$ cat src/rtl/fetch_unit.sv
// Instruction-fetch stage: issues one outstanding request at a time to instruction memory,
// buffers responses in a small queue and presents them to decode with the matching PC+4.
module fetch_unit #(
    parameter logic [31:0] PC_RESET = 32'h0,
    parameter int unsigned QDEPTH   = 2
) (
    input  logic        clk,
    input  logic        rst,
    input  logic        hazard_detected,
    input  logic        freeze,
    input  logic        br_taken,
    input  logic [31:0] br_addr,
    output logic        imem_req,
    output logic [31:0] imem_addr,
    input  logic        imem_ack,
    input  logic [31:0] imem_rdata,
    output logic [31:0] Instruction,
    output logic [31:0] PC,
    output logic        inst_valid
);

    localparam int unsigned PtrW = $clog2(QDEPTH);
    localparam int unsigned CntW = $clog2(QDEPTH) + 1;
    localparam logic [CntW-1:0] QFull = CntW'(QDEPTH);

    typedef enum logic [1:0] {StReq, StWait, StDrop} state_e;

    state_e            state_q, state_d;
    logic [31:0]       fetch_pc_q;
    logic [31:0]       req_addr_q;
    logic [PtrW-1:0]   wr_ptr_q, rd_ptr_q;
    logic [CntW-1:0]   count_q;
    logic [31:0]       q_pc    [QDEPTH];
    logic [31:0]       q_instr [QDEPTH];

    logic stall, pending, push, pop;

    assign stall   = hazard_detected | freeze;
    assign pending = imem_req & ~imem_ack;
    // A response that arrives with a branch, or while dropping, never enters the queue.
    assign push    = imem_req & imem_ack & ~br_taken & (state_q != StDrop);
    assign pop     = ~br_taken & ~stall & (count_q != '0);

    always_ff @(posedge clk or posedge rst) begin
        if (rst) begin
            state_q <= StReq;
        end else begin
            state_q <= state_d;
        end
    end

    always_comb begin
        state_d = state_q;
        if (br_taken) begin
            state_d = pending ? StDrop : StReq;
        end else begin
            case (state_q)
                StReq:   if (pending) state_d = StWait;
                StWait:  if (imem_ack) state_d = StReq;
                StDrop:  if (imem_ack) state_d = StReq;
                default: state_d = StReq;
            endcase
        end
    end

    always_comb begin
        imem_req  = 1'b0;
        imem_addr = fetch_pc_q;
        case (state_q)
            StReq:   imem_req = (count_q < QFull);
            StWait,
            StDrop: begin
                imem_req  = 1'b1;
                imem_addr = req_addr_q;
            end
            default: imem_req = 1'b0;
        endcase
        // Reset drops any in-flight request without waiting for an edge.
        if (rst) imem_req = 1'b0;
    end

    always_ff @(posedge clk or posedge rst) begin
        if (rst) begin
            fetch_pc_q  <= PC_RESET;
            req_addr_q  <= PC_RESET;
            wr_ptr_q    <= '0;
            rd_ptr_q    <= '0;
            count_q     <= '0;
            Instruction <= 32'h0;
            PC          <= 32'h0;
            inst_valid  <= 1'b0;
        end else begin
            if (state_q == StReq) req_addr_q <= fetch_pc_q;
            if (br_taken) begin
                fetch_pc_q  <= br_addr;
                wr_ptr_q    <= '0;
                rd_ptr_q    <= '0;
                count_q     <= '0;
                Instruction <= 32'h0;
                PC          <= 32'h0;
                inst_valid  <= 1'b0;
            end else begin
                if (push) begin
                    wr_ptr_q   <= wr_ptr_q + PtrW'(1);
                    fetch_pc_q <= fetch_pc_q + 32'd4;
                end
                if (pop) rd_ptr_q <= rd_ptr_q + PtrW'(1);
                count_q <= count_q + CntW'(push) - CntW'(pop);
                if (!stall) begin
                    if (count_q != '0) begin
                        Instruction <= q_instr[rd_ptr_q];
                        PC          <= q_pc[rd_ptr_q] + 32'd4;
                        inst_valid  <= 1'b1;
                    end else begin
                        Instruction <= 32'h0;
                        inst_valid  <= 1'b0;
                    end
                end
            end
        end
    end

    always_ff @(posedge clk) begin
        if (push) begin
            q_pc[wr_ptr_q]    <= imem_addr;
            q_instr[wr_ptr_q] <= imem_rdata;
        end
    end

endmodule

$ cat config.mk
export PLATFORM = sky130hd
export DESIGN_NAME = fetch_unit
export DESIGN_NICKNAME = d
export VERILOG_FILES = /design/src/rtl/fetch_unit.sv
export SDC_FILE = /design/constraint.sdc
export NUM_CORES = 1
export LEC_CHECK = 0
export ABC_AREA = 1
export BUFFER_PORTS_ARGS = -buffer_cell sky130_fd_sc_hd__buf_2
export CAP_MARGIN = 20
export CORE_MARGIN = 2
export CORE_UTILIZATION = 40
export DETAILED_ROUTE_END_ITERATION = 10
export HOLD_SLACK_MARGIN = 0.15
export MAX_ROUTING_LAYER = met4
export PLACE_DENSITY = 0.58
export SYNTH_ARGS = -nofsm -noshare
export SYNTH_HDL_FRONTEND = slang
export SYNTH_SLANG_ARGS = --single-unit
$ cat constraint.sdc
create_clock -name clk -period 4.5 [get_ports clk]
set_clock_uncertainty 0.15 [all_clocks]
set_input_delay 0.675 -clock clk [delete_from_list [all_inputs] [get_ports clk]]
set_output_delay 0.675 -clock clk [all_outputs]
set_load 0.02 [all_outputs]
# ---- Word-level counts from Yosys, hierarchy flattened
# Memories as Yosys holds them, arrays and structs flattened.
# Cells that the tools add are included.
dict set report totals {
  wordCells 68
  mem_count 2
  ramBits 128
  reg_bits 135
  inputBits 70
  out_inout_bits 98
}
dict set report op_classes {
  n_mux 26
  eq_ne 6
  n_bitwise 10
  n_addsub 6
  n_reduce_logical 8
  n_lt_le_gt_ge 1
}
# name words width read_ports rd_clocked_by_memory_dff wr line
set mem_list {}
lappend mem_list {q_instr 2 32 1 0 1 34} ;# logic [31:0] q_instr [QDEPTH];
lappend mem_list {q_pc 2 32 1 0 1 33} ;# logic [31:0] q_pc [QDEPTH];
# operator count
set op_table {}
lappend op_table {{$mux 32} 9}
lappend op_table {{$add 32x3->32 const B} 2}
lappend op_table {{$mux 1} 10}
lappend op_table {{$mux 2} 5}
lappend op_table {{$reduce_bool 2->1} 4}
lappend op_table {{$and 1x1->1} 6}
lappend op_table {{$ne 2x2->1 const B} 2}
lappend op_table {{$pmux 2 s2} 1}
lappend op_table {{$reduce_and 2->1} 2}
lappend op_table {{$ne 3x1->1 const B} 1}
lappend op_table {{$ne 3x3->1 const B} 1}
lappend op_table {{$not 1->1} 3}
lappend op_table {{$add 1x1->1 const B} 2}
lappend op_table {{$add 2x1->2} 1}
lappend op_table {{$eq 2x1->1 const B} 1}
lappend op_table {{$eq 2x2->1 const B} 1}
lappend op_table {{$logic_not 2->1} 1}
lappend op_table {{$lt 2x2->1 const B} 1}
lappend op_table {{$pmux 1 s2} 1}
lappend op_table {{$reduce_or 2->1} 1}
lappend op_table {{$sub 2x1->2} 1}
lappend op_table {{$or 1x1->1} 1}

# ---- Logic depth before layout (Yosys ltp)
# Gate-level depths: netlist of run 1.
dict set report depth {
  ltp_word 10
  ltp_mapped 13
  ltp_nobuf 12
}

# ---- Least setup slack after synthesis of run 1
# Ideal clock, no wire load.
dict set report synth_timing {
  path_kind {flip-flop to flip-flop}
  start {register state_q[1]}
  end {memory q_instr[1][0], enable pin}
  t_required_ps 3864
  setup_time_ps 486
  arrival_ps 4275
  stages_incl_launch_ff 10
  n_path_buf 1
  setup_slack_ps -411
  period_less_slack_ps 4911
  cell_sequence {dfrtp_1 > inv_1 > ha_1 > inv_1 > o21ai_0 > nand2_1 > nor2_1 > nand2_2 > buf_2 > nor2_1}
}
dict set report synth_between {
  elab_chain_cells 9
  word_cells_on_any_way 12
  cone_classes {3 x eq/ne; 4 x mux; 3 x bitwise; 2 x reduce/logical}
}
# element line
set synth_lines {}
lappend synth_lines {{from (decl)} 28} ;# state_e state_q, state_d;
lappend synth_lines {{from (signal assigned)} 46} ;# state_q <= StReq;
lappend synth_lines {{from (signal assigned)} 48} ;# state_q <= state_d;
lappend synth_lines {{$eq 2x1->1 / $eq 2x2->1 (equally long branches)} 69} ;# case (state_q)
lappend synth_lines {{$reduce_or 2->1 (no source line)} --}
lappend synth_lines {{$pmux 1 s2 *} 69}
lappend synth_lines {{$mux 1 *} 79} ;# if (rst) imem_req = 1'b0;
lappend synth_lines {{net imem_req} 13} ;# output logic imem_req,
lappend synth_lines {{$and 1x1->1 * (3 in series)} 41} ;# assign push = imem_req & imem_ack & ~br_taken & (state_q != StDrop);
lappend synth_lines {{$mux 1 *} 124} ;# if (push) begin
lappend synth_lines {{$mux 1 (not written as such) *} 126} ;# q_instr[wr_ptr_q] <= imem_rdata;
lappend synth_lines {{to (decl)} 34}
# The timed path passes the listed nets; every way through them passes the cells marked *.

# ---- Final worst setup path of run 1
dict set report layout_timing {
  start {register state_q[1]}
  end {output port imem_addr[8]}
}
dict set report layout_between {
  elab_chain_cells 3
  word_cells_on_any_way 4
  cone_classes {2 x eq/ne; 1 x mux; 1 x reduce/logical}
}
# element line
set layout_lines {}
lappend layout_lines {{$eq 2x1->1 / $eq 2x2->1 (equally long branches)} 69}
lappend layout_lines {{$reduce_or 2->1 (no source line) *} --}
lappend layout_lines {{$mux 32 *} 69}
lappend layout_lines {{to (decl)} 14} ;# output logic [31:0] imem_addr,
# Every way passes the cells marked *; elsewhere a longest branch is shown, timed or not.

==> results_dict.tcl, run 1 <==
set metrics [dict create \
    diodes 0 \
    synthMuxAreaShare_pct 2.873 \
    fmax_mhz 297.1 \
    routedWlPerCell_microns 16.13 \
    synth_nets 1300 \
    ios 168 \
    min_period_ps 3366 \
    place_congestion 0.8531 \
    peakVddDrop_mv 0.2959 \
    hold_viol_final 0 \
    grt_use_met1_pct 27.74 \
    cts_buffers 29 \
    relSlewSlack_pct 38.63 \
    start_util_pct 40.29 \
    slew_violations 0 \
    ys_seq_elements 263 \
    ctsResizeCount 0 \
    busiest_layer "met2" \
    grt_start_max_net_pins 97 \
    area_delta_synth_final_pct 18.05 \
    crit_path_max_incr_delay_ps 660 \
    syn_inst 1223 \
    status "finished clean" \
    syn_avg_cell_area_sq_um 9.686 \
    fin_crit_sh_pct 74.79 \
    antenna_found_initial 0 \
    synth_compound_area_share_pct 7.636 \
    synth_area_leaders "edfxtp_1 32%, dfrtp_1 29%, nand2_1 12%" \
    path_clk_slew_ps 60 \
    ys_async_sr_fraction_pct 51.33 \
    dominantRegCellSynth "dfrtp_1" \
    cap_violations 0 \
    nets 1465 \
    syn_area_sq_um 11850 \
    criticalPathCategory "flip-flop to output pin" \
    critPathRequiredTime_ps 3670 \
    core_area_sq_um 29400 \
    finalWirelength_mm 29.06 \
    cts_tree "built" \
    yosysMostFrequentCell "nand2_1" \
    synth_edf_count 128 \
    fin_setup_tns_ps 0 \
    synth_cell_type_count 38 \
    multi_input_area_sq_um 4049 \
    met2_usage_pct 29.10 \
    grt.total_usage_pct 19.36 \
    worstPathMaxFanout 64 \
    startpoint_type "flip-flop" \
    cts_setup_buffers 0 \
    power.leakage_uw 0.006114 \
    drtIter0Drc 732 \
    cp_num_buf_inv 3 \
    rows 63 \
    ys_seq_area_share_pct 60.96 \
    synthTopCellsByCount "372 x nand2_1, 135 x dfrtp_1, 128 x edfxtp_1" \
    clock_latency_ps 550 \
    cp_cell_sequence "inv_1, ha_1, buf_4, o21ai_0, buf_2" \
    rsz0062_at_grt "false" \
    drc 0 \
    cp_slowest_cell "o21ai_0" \
    dp_hpwl_mm 20.04 \
    num_vias 8815 \
    synth_top_area_share_pct 32.45 \
    cts.sinks 263 \
    firstDrtPassIters 5 \
    cp_top_family "compound AO/OA/AOI/OAI gates" \
    antenna_left 0 \
    grt_util_met3_pct 2.261 \
    die_area_sq_um 31010 \
    root_buffer "clkbuf_16" \
    synth_top_family_by_area "simple AND/OR/NAND/NOR gates" \
    power_density_nw_per_um2 566.9 \
    fill_cells 2818 \
    setup_violations 0 \
    drive_above_1_share_pct 19.28 \
    worstSetupEndpointType "output pin" \
    synthSimpleGateAreaFrac_pct 21.62 \
    grt_pass1_vias 8362 \
    overflow 0 \
    yosysTopAreaCell "edfxtp_1" \
    grt_pass1_wl_mm 46.24 \
    worst_slew_pin_slew_ps 920.5 \
    cts.path.max_buffers 3 \
    synthAdderAreaFrac_pct 0.7393 \
    die_w_microns 176.1 \
    whs_ps 160.0 \
    worstPathArrival_ps 2540 \
    hold_class "input port to async pin" \
    h-tree-depth 1 \
    yosysWarnings 0 \
    io_buffers 167 \
    vias_per_cell 4.895 \
    synth_xor_area_share_pct 1.183 \
    fp.dieH_microns 176.1 \
    seq_area_sq_um 7223 \
]
## worst reg2reg max path: stages (launching register included)
cell,delay (ps)
dfrtp_1,370
inv_1,70
ha_1,290
inv_1,50
o21ai_0,60
nand2_1,70
nor2_1,240
nand2_2,330
nor2_4,160
buf_4,700
## sequential cells by signal, indices dropped and copies added, names as in the netlist
signal       cells
rd_ptr_q         1
wr_ptr_q         1
inst_valid       1
state_q          2
PC              32
q_pc            64
fetch_pc_q      32
count_q          2
req_addr_q      32
q_instr         64
Instruction     32
## placed cells by master, fill, tap and decap left out, drive strengths merged, types with 2 or more instances in the layout
| cell type | count |
|---|---|
| a21oi | 8 |
| a32o | 2 |
| and2 | 2 |
| buf | 179 |
| clkbuf | 45 |
| clkinv | 7 |
| clkinvlp | 2 |
| dfrtp | 135 |
| dlygate4sd3 | 4 |
| edfxtp | 128 |
| ha | 7 |
| inv | 89 |
| mux2i | 34 |
| nand2 | 389 |
| nand3 | 96 |
| nand3b | 3 |
| nand4 | 8 |
| nor2 | 87 |
| nor3 | 10 |
| o211ai | 10 |
| o21ai | 132 |
| o21bai | 4 |
| o221ai | 4 |
| o22ai | 3 |
| or2 | 3 |
| xnor2 | 2 |
| xor2 | 14 |
## through the flow
stage | worst slack, ps | power [uW] | cells | util, % | area (sq um)
final | 1134 | 7927 | 1801 | 47.56 | 13980
after floorplan | 63.89 | 4912 | 1223 | - | 11850
after CTS | 1080 | 8010 | 1801 | 47.56 | 13980
after global routing | 911.8 | 8423 | 1801 | 47.56 | 13980
after global placement | 928.2 | 5701 | 1743 | 44.31 | 13030
after detailed placement | 842.5 | 5731 | 1743 | 44.31 | 13030
## logic make-up after synthesis
logic type	count (synthesis)
AO/OA/AOI/OAI	166
XOR/XNOR	16
adder cells (fa/ha/maj)	7
buffers and inverters	139
flip-flops	263
multiplexers	34
AND/OR/NAND/NOR	598
## power by group
part / internal (uW) / leakage (uW) / switching [uW]
combinational: 658 / 0.00275 / 1740
clock: 1330 / 0.000444 / 929
sequential: 3030 / 0.00292 / 232
## timing repair
action / CTS / global route
hold buffers: 4 / 0
hold endpoints to repair: 8 / 0
setup endpoints to repair: 0 / 0
## path summary, 6_finish.rpt
kind | slack, ps | start | endpoint | depth (start not counted)
max in group asynchronous | 3140 | rst | fetch_pc_q[31] | 3
worst max-delay path | 1130 | state_q[1] | imem_addr[8] | 5
worst min register to register | 320 | PC[9] | PC[9] | 2
worst max register to register | 1580 | state_q[1] | q_instr[1][23] | 9
min in group clk | 170 | imem_rdata[18] | q_instr[1][18] | 1
worst min-delay path | 160 | rst | Instruction[21] | 2
## layout make-up
cell class / instances / area share, %
tap: 390 / 3.489
timing repair buffer: 183 / 6.907
inverter: 90 / 2.451
sequential: 263 / 51.65
clock buffer: 45 / 5.985
clock inverter: 9 / 0.5637
multi-input combinational: 821 / 28.95
## routing by layer
metal,wire length (microns),vias up
met5,0,-
met4,876,0
met3,1514,61
met2,12980,241
met1,13680,4106
li1,-,4407
No activity file was read; power rests on OpenSTA's default activity.
==> run 2, diff against run 1 <==
==> constraint.sdc (replaced) <==
create_clock -name clk -period 2.95 [get_ports clk]
set_clock_uncertainty 0.15 [all_clocks]
set_input_delay 0.4425 -clock clk [delete_from_list [all_inputs] [get_ports clk]]
set_output_delay 0.4425 -clock clk [all_outputs]
set_load 0.02 [all_outputs]
==> results_dict.tcl, run 2 (synthesized netlist as in run 1, its figures left out) <==
set metrics [dict create \
    status "finished clean" \
    grt_start_max_net_pins 66 \
    rsz0062_at_grt "false" \
    cts.sinks 263 \
    die_area_sq_um 31010 \
    top_regs "q_instr (64), q_pc (64)" \
    route.met3.wl_mm 1.330 \
    num_vias 9044 \
    top_layer_used "met4" \
    power_density_nw_per_um2 826.0 \
    whs_ps 322.1 \
    cp_top_family "buffers and inverters" \
    overflow 0 \
    antenna_left 0 \
    cp_num_buf_inv 3 \
    critPathRequiredTime_ps 2360 \
    dp.cells 1755 \
    grt_pass1_wl_mm 46.98 \
    fmax_mhz 347.6 \
    wl_met2_mm 13.35 \
    place_congestion 0.8775 \
    seq_area_sq_um 7223 \
    power.leakage_uw 0.006432 \
    cap_violations 0 \
    drtIter0Drc 544 \
    drive_above_1_share_pct 19.14 \
    fin_setup_tns_ps 0 \
    final_cell_mix "372 x nand2_1, 167 x buf_2, 134 x dfrtp_1" \
    nets 1539 \
    place_ws_ps 230.5 \
    area_delta_synth_final_pct 24.09 \
    die_w_microns 176.1 \
    firstDrtPassIters 6 \
    core_area_sq_um 29400 \
    relSlewSlack_pct 57.28 \
    startpoint_type "flip-flop" \
    io_buffers 167 \
    hold_class "flip-flop to flip-flop" \
    drc 0 \
    start_util_pct 40.29 \
    worst_slack_ps 73.50 \
    dp_hpwl_mm 20.34 \
    ios 168 \
    multi_input_area_sq_um 4056 \
    slew_violations 0 \
    cp_slowest_cell "o21ai_0" \
    cts_buffers 28 \
    path_clk_slew_ps 60 \
    root_buffer "clkbuf_16" \
    hold_viol_final 0 \
    cp_cell_sequence "inv_1, ha_1, buf_12, o21ai_0, buf_2" \
    finalWirelength_mm 29.06 \
    instances_no_fill 1874 \
    clock_latency_ps 540 \
    fin_crit_sh_pct 97.51 \
    cts.path.max_buffers 3 \
    min_period_ps 2877 \
    antenna_found_initial 0 \
    criticalPathCategory "flip-flop to output pin" \
    fin_util_pct 50.00 \
    grt.total_usage_pct 19.65 \
    peakVddDrop_mv 0.4985 \
    crit_path_max_incr_delay_ps 490 \
    grt_pass1_vias 8700 \
    wl_met1_mm 13.89 \
    rows 63 \
    worstPathArrival_ps 2280 \
    worst_slew_pin_slew_ps 639.4 \
    fp.dieH_microns 176.1 \
    layout_commonest_cell "nand2_1" \
    vias_per_cell 4.826 \
    worstSetupEndpointType "output pin" \
    setup_violations 0 \
    h-tree-depth 1 \
    cts_tree "built" \
    routedWlPerCell_microns 15.50 \
    fill_cells 2736 \
    diodes 0 \
    worstPathMaxFanout 51 \
]
run 2: repair_timing:
action,in CTS,in global routing
resized for setup,6,12
hold buffers,67,0
buffers inserted,0,0
endpoints found under the setup margin,6,11
endpoints found under the hold margin,122,0
run 2: worst register-to-register path, delay by kind of cell, from the launching register on:
family	cells	cell delay, ps
DFF	1	380
AOI/OAI and AO/OA	1	80
adders and majority gates	1	340
and+or+nand+nor	4	500
buffers and inverters	4	810
run 2: worst paths after layout:
kind                                  from  slack, ps             end  depth (start not counted)
worst max-delay path            state_q[1]         70   imem_addr[22]                          5
worst min-delay path                PC[18]        320          PC[18]                          2
worst max register to register  state_q[1]        300  q_instr[1][11]                         10
worst min register to register      PC[18]        320          PC[18]                          2
max in group asynchronous              rst       1480  req_addr_q[12]                          4
min in group asynchronous              rst        450   req_addr_q[1]                          3
run 2: report_power, final:
group          total (uW)  internal, uW  switching (uW)
sequential           4960          4630             335
clock                3310          1910            1400
combinational        3870          1150            2720
total               12100          7690            4460
run 2: layout make-up:
class / instances / area share (%)
inverters: 90 / 2.349
multi-input cells: 821 / 27.59
well taps: 390 / 3.319
flip-flops and latches: 263 / 49.14
clock inverters: 13 / 0.6128
clock buffers: 39 / 5.260
repair buffers: 258 / 11.73
run 2: metrics by stage:
step	total power [uW]	cell area, sq um
6_report	12140	14700
3_3_place_gp	8751	13160
2_1_floorplan	7503	11870
5_1_grt	12910	14700
3_5_place_dp	8821	13160
4_1_cts	12240	14700
run 2: metal layers:
| layer | up-vias | global-route usage, % |
|---|---|---|
| met5 | - | - |
| met4 | 0 | 4.442 |
| met3 | 35 | 2.519 |
| met2 | 201 | 30.62 |
| met1 | 4252 | 27.67 |
| li1 | 4556 | - |
